<file path="src/rtl/aes_key_sched_ctrl_if.sv">
// Round-key request/response bus between the key schedule controller and
// its two requesters (encrypt core on port 0, decrypt core on port 1).
interface aes_key_sched_ctrl_if;
  logic [1:0]   ReqValid;
  logic [7:0]   ReqRound;
  logic [1:0]   ReqReady;
  logic         RspValid;
  logic         RspId;
  logic [127:0] RspData;
  logic         RspErr;

  modport master (
    output ReqValid, ReqRound,
    input  ReqReady, RspValid, RspId, RspData, RspErr
  );

  modport slave (
    input  ReqValid, ReqRound,
    output ReqReady, RspValid, RspId, RspData, RspErr
  );
endinterface

</file>
<file path="src/rtl/aes_key_sched_ctrl.sv">
// AES key schedule controller: drives the expansion engine, captures the
// expanded words into a 60x32 store and serves round keys to two requesters.
module aes_key_sched_ctrl #(
  parameter int TIMEOUT = 100,
  parameter int NREQ    = 2
) (
  input  logic         Clk,
  input  logic         Rst,
  input  logic         KeyLoadValid,
  output logic         KeyLoadReady,
  input  logic [1:0]   KeyLen,
  input  logic [255:0] KeyIn,
  output logic         KeyReady,
  output logic         KeyErr,
  output logic [3:0]   Nr,
  output logic         ExpEn,
  output logic         ExpStart,
  output logic [1:0]   ExpKeyLen,
  output logic [255:0] ExpKeyIn,
  input  logic [31:0]  ExpWord,
  input  logic [5:0]   ExpWordIndex,
  input  logic         ExpValid,
  input  logic         ExpDone,
  aes_key_sched_ctrl_if.slave rk_bus
);

  localparam int TW = $clog2(TIMEOUT + 1);

  typedef enum logic [2:0] {IDLE, START, EXPAND, READY, ERR} state_t;

  state_t          state, state_next;
  logic [31:0]     store [60];
  logic [3:0]      nr_target;
  logic [5:0]      total_words;
  logic [6:0]      word_cnt, cnt_now;
  logic [TW-1:0]   timer;
  logic            idx_err, err_now;
  logic            key_ready, key_err;
  logic [3:0]      nr;
  logic            last_grant;
  logic            load_acc, word_in, idx_bad, done_ok;
  logic [NREQ-1:0] grant;
  logic [3:0]      gnt_round;
  logic            rd_err;
  logic [5:0]      rd_base;
  logic [127:0]    rd_data;
  logic            rsp_valid, rsp_id, rsp_err;
  logic [127:0]    rsp_data;

  assign KeyLoadReady = (state == IDLE) || (state == READY) || (state == ERR);
  assign load_acc     = KeyLoadValid && KeyLoadReady;
  assign ExpEn        = (state == START) || (state == EXPAND);
  assign ExpStart     = (state == START);
  assign KeyReady     = key_ready;
  assign KeyErr       = key_err;
  assign Nr           = nr;

  // A word arriving together with ExpDone still counts toward completion.
  assign word_in = (state == EXPAND) && ExpValid;
  assign idx_bad = ExpWordIndex > 6'd59;
  assign cnt_now = word_cnt + {6'd0, word_in};
  assign err_now = idx_err | (word_in & idx_bad);
  assign done_ok = (cnt_now == {1'b0, total_words}) && !err_now;

  always_comb begin
    state_next = state;
    case (state)
      IDLE, READY, ERR: if (load_acc) state_next = START;
      START:            state_next = EXPAND;
      EXPAND: begin
        if (ExpDone)                          state_next = done_ok ? READY : ERR;
        else if (timer == TW'(TIMEOUT - 1))   state_next = ERR;
      end
      default:          state_next = IDLE;
    endcase
  end

  // Round-robin grant; a pending load in READY blocks all reads that cycle.
  always_comb begin
    grant = '0;
    if (state == READY && !KeyLoadValid) begin
      if (rk_bus.ReqValid == 2'b11) grant = last_grant ? 2'b01 : 2'b10;
      else                          grant = rk_bus.ReqValid;
    end
  end

  assign rk_bus.ReqReady = grant;
  assign gnt_round = grant[1] ? rk_bus.ReqRound[7:4] : rk_bus.ReqRound[3:0];
  assign rd_err    = gnt_round > nr;
  assign rd_base   = rd_err ? 6'd0 : {gnt_round, 2'b00};
  assign rd_data   = {store[rd_base], store[rd_base + 6'd1],
                      store[rd_base + 6'd2], store[rd_base + 6'd3]};

  always_ff @(posedge Clk) begin
    if (Rst) begin
      state       <= IDLE;
      ExpKeyLen   <= '0;
      ExpKeyIn    <= '0;
      nr_target   <= '0;
      total_words <= '0;
      word_cnt    <= '0;
      timer       <= '0;
      idx_err     <= 1'b0;
      key_ready   <= 1'b0;
      key_err     <= 1'b0;
      nr          <= '0;
      last_grant  <= 1'b1;
      rsp_valid   <= 1'b0;
      rsp_id      <= 1'b0;
      rsp_data    <= '0;
      rsp_err     <= 1'b0;
    end else begin
      state <= state_next;
      if (load_acc) begin
        ExpKeyLen  <= KeyLen;
        ExpKeyIn   <= KeyIn;
        case (KeyLen)
          2'b01:   begin nr_target <= 4'd12; total_words <= 6'd52; end
          2'b10:   begin nr_target <= 4'd14; total_words <= 6'd60; end
          default: begin nr_target <= 4'd10; total_words <= 6'd44; end
        endcase
        key_ready  <= 1'b0;
        key_err    <= 1'b0;
        nr         <= '0;
        word_cnt   <= '0;
        timer      <= '0;
        idx_err    <= 1'b0;
        last_grant <= 1'b1;
      end else if (state == EXPAND) begin
        timer    <= timer + TW'(1);
        word_cnt <= cnt_now;
        idx_err  <= err_now;
        if (state_next == READY) begin
          key_ready <= 1'b1;
          nr        <= nr_target;
        end else if (state_next == ERR) begin
          key_err <= 1'b1;
        end
      end
      if (|grant) last_grant <= grant[1];
      rsp_valid <= |grant;
      if (|grant) begin
        rsp_id   <= grant[1];
        rsp_data <= rd_err ? '0 : rd_data;
        rsp_err  <= rd_err;
      end
    end
  end

  always_ff @(posedge Clk) begin
    if (word_in && !idx_bad) store[ExpWordIndex] <= ExpWord;
  end

  assign rk_bus.RspValid = rsp_valid;
  assign rk_bus.RspId    = rsp_id;
  assign rk_bus.RspData  = rsp_data;
  assign rk_bus.RspErr   = rsp_err;

endmodule
</file>
<file path="src/flat_wrapper.sv">
// flat-port wrapper written by rule: the top's interface ports become plain ports
module aes_key_sched_ctrl_flat 
#(
  parameter int TIMEOUT = 100,
  parameter int NREQ    = 2
)
  (Clk, Rst, KeyLoadValid, KeyLoadReady, KeyLen, KeyIn, KeyReady, KeyErr, Nr, ExpEn, ExpStart, ExpKeyLen, ExpKeyIn, ExpWord, ExpWordIndex, ExpValid, ExpDone, rk_bus_ReqValid, rk_bus_ReqRound, rk_bus_ReqReady, rk_bus_RspValid, rk_bus_RspId, rk_bus_RspData, rk_bus_RspErr);
  aes_key_sched_ctrl_if rk_bus_i ();
  input  logic Clk;
  input  logic Rst;
  input  logic KeyLoadValid;
  output logic KeyLoadReady;
  input  logic [1:0] KeyLen;
  input  logic [255:0] KeyIn;
  output logic KeyReady;
  output logic KeyErr;
  output logic [3:0] Nr;
  output logic ExpEn;
  output logic ExpStart;
  output logic [1:0] ExpKeyLen;
  output logic [255:0] ExpKeyIn;
  input  logic [31:0] ExpWord;
  input  logic [5:0] ExpWordIndex;
  input  logic ExpValid;
  input  logic ExpDone;
  input wire logic [$bits(rk_bus_i.ReqValid)-1:0] rk_bus_ReqValid;
  input wire logic [$bits(rk_bus_i.ReqRound)-1:0] rk_bus_ReqRound;
  output wire logic [$bits(rk_bus_i.ReqReady)-1:0] rk_bus_ReqReady;
  output wire logic [$bits(rk_bus_i.RspValid)-1:0] rk_bus_RspValid;
  output wire logic [$bits(rk_bus_i.RspId)-1:0] rk_bus_RspId;
  output wire logic [$bits(rk_bus_i.RspData)-1:0] rk_bus_RspData;
  output wire logic [$bits(rk_bus_i.RspErr)-1:0] rk_bus_RspErr;
  assign rk_bus_i.ReqValid = rk_bus_ReqValid;
  assign rk_bus_i.ReqRound = rk_bus_ReqRound;
  assign rk_bus_ReqReady = rk_bus_i.ReqReady;
  assign rk_bus_RspValid = rk_bus_i.RspValid;
  assign rk_bus_RspId = rk_bus_i.RspId;
  assign rk_bus_RspData = rk_bus_i.RspData;
  assign rk_bus_RspErr = rk_bus_i.RspErr;
  aes_key_sched_ctrl #(.TIMEOUT(TIMEOUT), .NREQ(NREQ)) u_core (.Clk(Clk), .Rst(Rst), .KeyLoadValid(KeyLoadValid), .KeyLoadReady(KeyLoadReady), .KeyLen(KeyLen), .KeyIn(KeyIn), .KeyReady(KeyReady), .KeyErr(KeyErr), .Nr(Nr), .ExpEn(ExpEn), .ExpStart(ExpStart), .ExpKeyLen(ExpKeyLen), .ExpKeyIn(ExpKeyIn), .ExpWord(ExpWord), .ExpWordIndex(ExpWordIndex), .ExpValid(ExpValid), .ExpDone(ExpDone), .rk_bus(rk_bus_i));
endmodule
</file>
<file path="config.mk">
export PLATFORM = sky130hd
export DESIGN_NAME = aes_key_sched_ctrl_flat
export DESIGN_NICKNAME = d
export VERILOG_FILES = /design/src/rtl/aes_key_sched_ctrl_if.sv /design/src/rtl/aes_key_sched_ctrl.sv /design/src/flat_wrapper.sv
export SDC_FILE = /design/constraint.sdc
export NUM_CORES = 2
export LEC_CHECK = 0
export CORE_UTILIZATION = 62
export DETAILED_ROUTE_END_ITERATION = 16
export GPL_TIMING_DRIVEN = 1
export HOLD_SLACK_MARGIN = 0.06
export PLACE_DENSITY_LB_ADDON = 0.2
export SYNTH_ARGS = -nofsm -noshare
export SYNTH_HDL_FRONTEND = slang
export SYNTH_SLANG_ARGS = --single-unit
</file>
<file path="constraint.sdc">
create_clock -name Clk -period 10.5 [get_ports Clk]
set_input_delay 1.575 -clock Clk [delete_from_list [all_inputs] [get_ports Clk]]
set_output_delay 1.575 -clock Clk [all_outputs]
set_load 0.01 [all_outputs]
</file>
After elaboration in Yosys (flattened, before gate mapping)
Memories as Yosys holds them, arrays and structs flattened.
Index checks and enable logic that the tools add are counted.
{"block": "totals", "ff_bits": 424, "ram_bits": 1920, "in_bits": 311, "out_inout_bits": 400, "elab_cells": 73, "n_memories": 1}
{"block": "op_classes", "add_sub_neg": 5, "magnitude_cmp": 2, "n_eq_ne": 11, "muxes": 17, "bitwise_logic": 3, "n_reduce_logical": 18}
{"memory": "u_core.store", "words": 60, "width": 32, "rd": 4, "rd_clocked_by_memory_dff": 0, "wr": 1, "line": "aes_key_sched_ctrl.sv:32", "source": "logic [31:0] store [60];"}
{"cell": "$mux W128", "n": 1}
{"cell": "$add A6 B2 Y6 const B", "n": 2}
{"cell": "$mux W3", "n": 4}
{"cell": "$pmux W5 S2", "n": 1}
{"cell": "$eq A3 B2 Y1 const B", "n": 3}
{"cell": "$pmux W3 S3", "n": 1}
{"cell": "$add A7 B1 Y7", "n": 1}
{"cell": "$add A7 B1 Y7 const B", "n": 1}
{"cell": "$eq A7 B6 Y1", "n": 1}
{"cell": "$eq A7 B7 Y1 const B", "n": 1}
{"cell": "$add A6 B1 Y6 const B", "n": 1}
{"cell": "$eq A3 B3 Y1 const B", "n": 2}
{"cell": "$gt A6 B6 Y1 const B", "n": 1}
{"cell": "$mux W2", "n": 3}
{"cell": "$mux W6", "n": 1}
{"cell": "$pmux W3 S2", "n": 1}
{"cell": "$logic_and A1 B1 Y1", "n": 5}
{"cell": "$eq A2 B2 Y1 const B", "n": 2}
{"cell": "$gt A4 B4 Y1", "n": 1}
{"cell": "$mux W1", "n": 4}
{"cell": "$mux W4", "n": 1}
{"cell": "$reduce_or A2 Y1", "n": 2}
{"cell": "$eq A3 B1 Y1 const B", "n": 1}
{"cell": "$logic_not A1 Y1", "n": 3}
{"cell": "other kinds (10)", "n": 12}

Longest topological paths before layout
{"block": "depth", "ltp_word": 12, "depth_mapped": 23, "mapped_depth_nobuf": 12}

Least setup slack after synthesis
No wires, ideal clock.
{"block": "synth_timing", "path_type": "input to register", "from": "in KeyLoadValid", "to": "reg u_core.rsp_data[118], in the netlist u_core.rk_bus.RspData[118]", "setup_time_ps": 95, "arrival_time_ps": 5466, "setup_slack_ps": 4939, "cell_stages": 20, "path_buffers": 9, "path_cell_list": "and4bb_2 > buf_2 > nand3_1 > and2_1 > buf_2 > inv_1 > buf_2 > clkbuf_1 > clkbuf_1 > ha_1 > nand3_1 > or4_1 > buf_2 > a32oi_2 > buf_6 > buf_6 > buf_2 > mux2i_1 > o221ai_1 > a221oi_1"}
{"block": "synth_between", "elab_chain_cells": 8, "word_cells_on_any_way": 9, "cone_classes": "order compare: 1; mux: 4; reduce/logical: 3; memory: 1"}
{"element": "start, declared", "line": "flat_wrapper.sv:11", "source": "input logic KeyLoadValid;"}
{"element": "$logic_not A1 Y1 *", "line": "aes_key_sched_ctrl.sv:81", "source": "if (state == READY && !KeyLoadValid) begin"}
{"element": "$logic_and A1 B1 Y1 *", "line": "aes_key_sched_ctrl.sv:81"}
{"element": "$mux W2 *", "line": "aes_key_sched_ctrl.sv:81"}
{"element": "$mux W4", "line": "aes_key_sched_ctrl.sv:88", "source": "assign gnt_round = grant[1] ? rk_bus.ReqRound[7:4] : rk_bus.ReqRound[3:0];"}
{"element": "$gt A4 B4 Y1", "line": "aes_key_sched_ctrl.sv:89", "source": "assign rd_err = gnt_round > nr;"}
{"element": "$mux W6", "line": "aes_key_sched_ctrl.sv:90", "source": "assign rd_base = rd_err ? 6'd0 : {gnt_round, 2'b00};"}
{"element": "$mem_v2 Z60 W32"}
{"element": "$mux W128", "line": "aes_key_sched_ctrl.sv:144", "source": "rsp_data <= rd_err ? '0 : rd_data;"}
{"element": "end signal, assigned", "line": "aes_key_sched_ctrl.sv:144"}
{"element": "end, declared", "line": "aes_key_sched_ctrl.sv:48", "source": "logic [127:0] rsp_data;"}
Every way passes the cells marked *; elsewhere a longest branch is shown, timed or not.
A chain may end at the register's enable or synchronous reset.

Worst setup path in the final report
{"block": "layout_timing", "from": "in KeyLoadValid", "to": "reg u_core.rsp_data[78], in the netlist u_core.rk_bus.RspData[78]"}
{"block": "layout_between", "elab_chain_cells": 9, "word_cells_on_any_way": 10, "cone_classes": "add/sub: 1; order compare: 1; mux: 4; reduce/logical: 3; memory: 1"}
{"element": "$logic_not A1 Y1 *", "line": "aes_key_sched_ctrl.sv:81"}
{"element": "$logic_and A1 B1 Y1 *", "line": "aes_key_sched_ctrl.sv:81"}
{"element": "$mux W2 *", "line": "aes_key_sched_ctrl.sv:81"}
{"element": "$mux W4", "line": "aes_key_sched_ctrl.sv:88"}
{"element": "$gt A4 B4 Y1", "line": "aes_key_sched_ctrl.sv:89"}
{"element": "$mux W6", "line": "aes_key_sched_ctrl.sv:90"}
{"element": "$add A6 B1 Y6", "line": "aes_key_sched_ctrl.sv:91", "source": "assign rd_data = {store[rd_base], store[rd_base + 6'd1],"}
{"element": "$mem_v2 Z60 W32"}
{"element": "$mux W128", "line": "aes_key_sched_ctrl.sv:144"}
Marked as above.

==> reports/metrics.cfg <==
[detailed_routing]
drt-initial-drc-count=9590
antenna_left=0
finalWirelength_um=285000
vias_per_cell=6.50
vias=61500
firstDrtPassIters=6
drc=0
wl_per_cell_um=30.1

[floorplan]
ios=711
die_x_um=382
dieArea_um2=146000
rows=139
initial_core_util=0.624
core-area_um2=143000
chipHeight_um=382

[logic_synthesis]
ys_top_cells_by_area=edfxtp_1, dfxtp_1, nand2_1
yosysTopAreaCellShare=0.644
synth_edf_count=1920
avgSynthCellArea_um2=13.4
synthArstFlopShare=0
synth_ff_type=edfxtp_1
synth_top_area_cell=edfxtp_1
yosys.cell_types.count=71
synth_most_common_cell=edfxtp_1
yosys_warnings=0
ys_seq_elements=2336
synth_commonest_cells=edfxtp_1, nand2_1, a21oi_1
synth_nets=7019
synthCells=6700
ys_seq_area_frac=0.737
synth_area_um2=89500

[clock_network]
root_buffer=clkbuf_16
post_cts_resized=0
cts_tree=yes
path_clk_slew_ns=0.06
cts.sinks=2336
cts_buffer_depth=3
htreeDepth=4
post_cts_buffers=0
insertion_delay_ns=0.88
cts_hold_buf=0
cts_buffers=220

[placed_design]
numPortBuffers=709
place_inst=9005
dpl_worst_slack_ns=2.64
dp_hpwl_um=164000
gp_congestion=0.914

[grt]
gr-usage-all-layers=0.383
grt_max_degree=181
antenna_found_initial=53
grt_pass1_wl_um=401000
grt_pass1_vias=58500
gr-total-overflow=0

[outcome]
outcome=complete, no violations

[sta]
fin_crit_ns=7.21
worst_slack_ns=3.29
drv_slew=0
max-slew-margin-rel=0.106
rsz0062_at_grt=false
skew_ns=0.0385
hold_viol_final=0
holdWs_ns=0.453
setup_violations=0
fin_setup_tns_ns=0
max_freq_mhz=139
fin_crit_sh=0.687
tightest_slew_ns=1.34

[critical_path]
endpoint_kind=register
r2r-start=u_core.state[2]$_SDFF_PP0_
required_ns=11.17
ff2ff_setup_slack_ns=4.25
crit_arrival_ns=7.88
reg2reg_to=u_core.rk_bus.RspData[78]$_SDFFE_PP0P_
path_max_fanout=49
r2r_cells=12
start_kind=input port
cp_cell_sequence=clkdlybuf4s50_1 > nand4bb_4 > o21ai_0 > nand2_1 > ha_1 > nand2_1 > o21ai_4 > nand3_1 > nand2_2 > buf_4 > nand2_4 > o221ai_1 > a221oi_1
crit_slowest_cell=buf_4
cp_common_cell=nand2_1
critPathMaxStageDelay_ns=0.72
path_class=input port to register

[power_and_ir_drop]
p_int_uw=14900
peakVddDrop_v=0.000152
swShare=0.226
p_clk_frac=0.408
power_switching_uw=4370
power_frac_seq=0.525
power.leakage_uw=0.0349
comb_power_share=0.067
powerDensity_nw_per_um2=182

[run]
max_cap_violations=0

[finish]
drive_gt1_frac=0.0896
area_growth_pct=18.3
layout.nets=7643
multiInputGateArea_um2=21900
final_cells=9457
seq_area_um2=66000
num-fill-cells=8947

[worst_hold_path]
whs_endpoint=u_core.rk_bus.RspData[57]$_SDFFE_PP0P_
holdCritPathClass=register to register
hold_depth=2
hold_start=u_core.rk_bus.RspData[57]$_SDFFE_PP0P_

==> metrics by stage <==
stage,util,total power [uW],cell area (um2)
final,0.738,19300,106000
after global routing,0.738,19700,106000
after CTS,0.738,19300,106000
after detailed placement,0.688,11600,98700
after global placement,0.688,11600,98700
after floorplan,-,11000,89500
==> power groups by stage <==
stage | logic, uW | clock network (uW) | registers, uW
final | 1290 | 7880 | 10100
after global routing | 1360 | 8240 | 10100
after floorplan | 593 | 0 | 10400
after CTS | 1260 | 7880 | 10100
after detailed placement | 1260 | 0 | 10300
after global placement | 1240 | 0 | 10300
==> layer usage <==
layer / track usage / routed length, um / up-vias
met5: 0 / 98 / -
met3: 0.0803 / 34500 / 934
met1: 0.491 / 97600 / 29900
met4: 0.228 / 17500 / 14
li1: - / - / 25900
met2: 0.606 / 135000 / 4736
==> critical path: cells and delay by family <==
family	cells	cell delay, ns
AOI/OAI and AO/OA	4	1.84
adders and majority gates	1	0.55
buffers and inverters	2	1.29
and+or+nand+nor	6	2.53
==> kinds of logic (layout without fill, tap and decap cells) <==
group                    after synthesis  count (layout)  synth area share
XOR/XNOR                              16              16           0.00157
multiplexers                         423             423            0.0495
AND/OR/NAND/NOR                     2266            2266             0.105
adder cells (fa/ha/maj)                8               8           0.00112
other                                  1              34         0.0000419
AO/OA/AOI/OAI                       1114            1114            0.0799
flip-flops                          2336            2336             0.737
buffers and inverters                536            1357            0.0264
==> sequential cells by signal (all words and copies together), names as in the netlist, 3 cells and up <==
signal                 flops
u_core.total_words         3
u_core.timer               7
u_core.ExpKeyIn          256
u_core.word_cnt            7
u_core.state               3
u_core.rk_bus.RspData    128
u_core.Nr                  3
u_core.store            1920
==> layout make-up <==
| type | count | area share |
|---|---|---|
| Tap cell | 1903 | 0.0225 |
| Clock buffer | 311 | 0.0586 |
| Multi-Input combinational cell | 3828 | 0.206 |
| Clock inverter | 108 | 0.00931 |
| Inverter | 96 | 0.00340 |
| Antenna cell | 33 | 0.000779 |
| Sequential cell | 2336 | 0.623 |
| Timing Repair Buffer | 842 | 0.0762 |
==> layout by cell type (no fill, tap or decap), drive strengths merged, types with 9 or more instances in the layout <==
cell | Yosys | layout
a31oi | 14 | 14
mux2i | 385 | 385
nand4 | 48 | 48
nor2 | 146 | 146
a32oi | 37 | 37
xnor2 | 10 | 10
buf | 148 | 166
a221oi | 79 | 79
nor4 | 24 | 24
o21ai | 158 | 158
o211ai | 28 | 28
mux2 | 25 | 25
dfxtp | 416 | 416
clkbuf | 292 | 311
edfxtp | 1920 | 1920
nand3 | 386 | 386
o2111ai | 13 | 13
clkinv | 1 | 83
and3 | 21 | 21
mux4 | 13 | 13
a21oi | 495 | 495
nand2 | 1603 | 1603
o311ai | 13 | 13
a2bb2oi | 12 | 12
diode | 0 | 33
o221ai | 26 | 26
nor3 | 9 | 9
inv | 95 | 105
bufinv | 0 | 10
clkdlybuf4s50 | 0 | 676
a211oi | 167 | 167
a21o | 28 | 28
==> how the worst max path moves through the flow <==
stage,endpoint,start,slack [ns]
floorplan,u_core.rk_bus.RspData[118]$_SDFFE_PP0P_,KeyLoadValid,4.94
global placement,u_core.rk_bus.RspData[71]$_SDFFE_PP0P_,KeyLoadValid,2.90
detailed placement,u_core.rk_bus.RspData[78]$_SDFFE_PP0P_,KeyLoadValid,2.64
CTS,u_core.rk_bus.RspData[78]$_SDFFE_PP0P_,KeyLoadValid,3.56
global route,u_core.rk_bus.RspData[78]$_SDFFE_PP0P_,KeyLoadValid,3.23
finish,u_core.rk_bus.RspData[78]$_SDFFE_PP0P_,KeyLoadValid,3.29
Note: power is estimated with default switching activity, not from simulation.
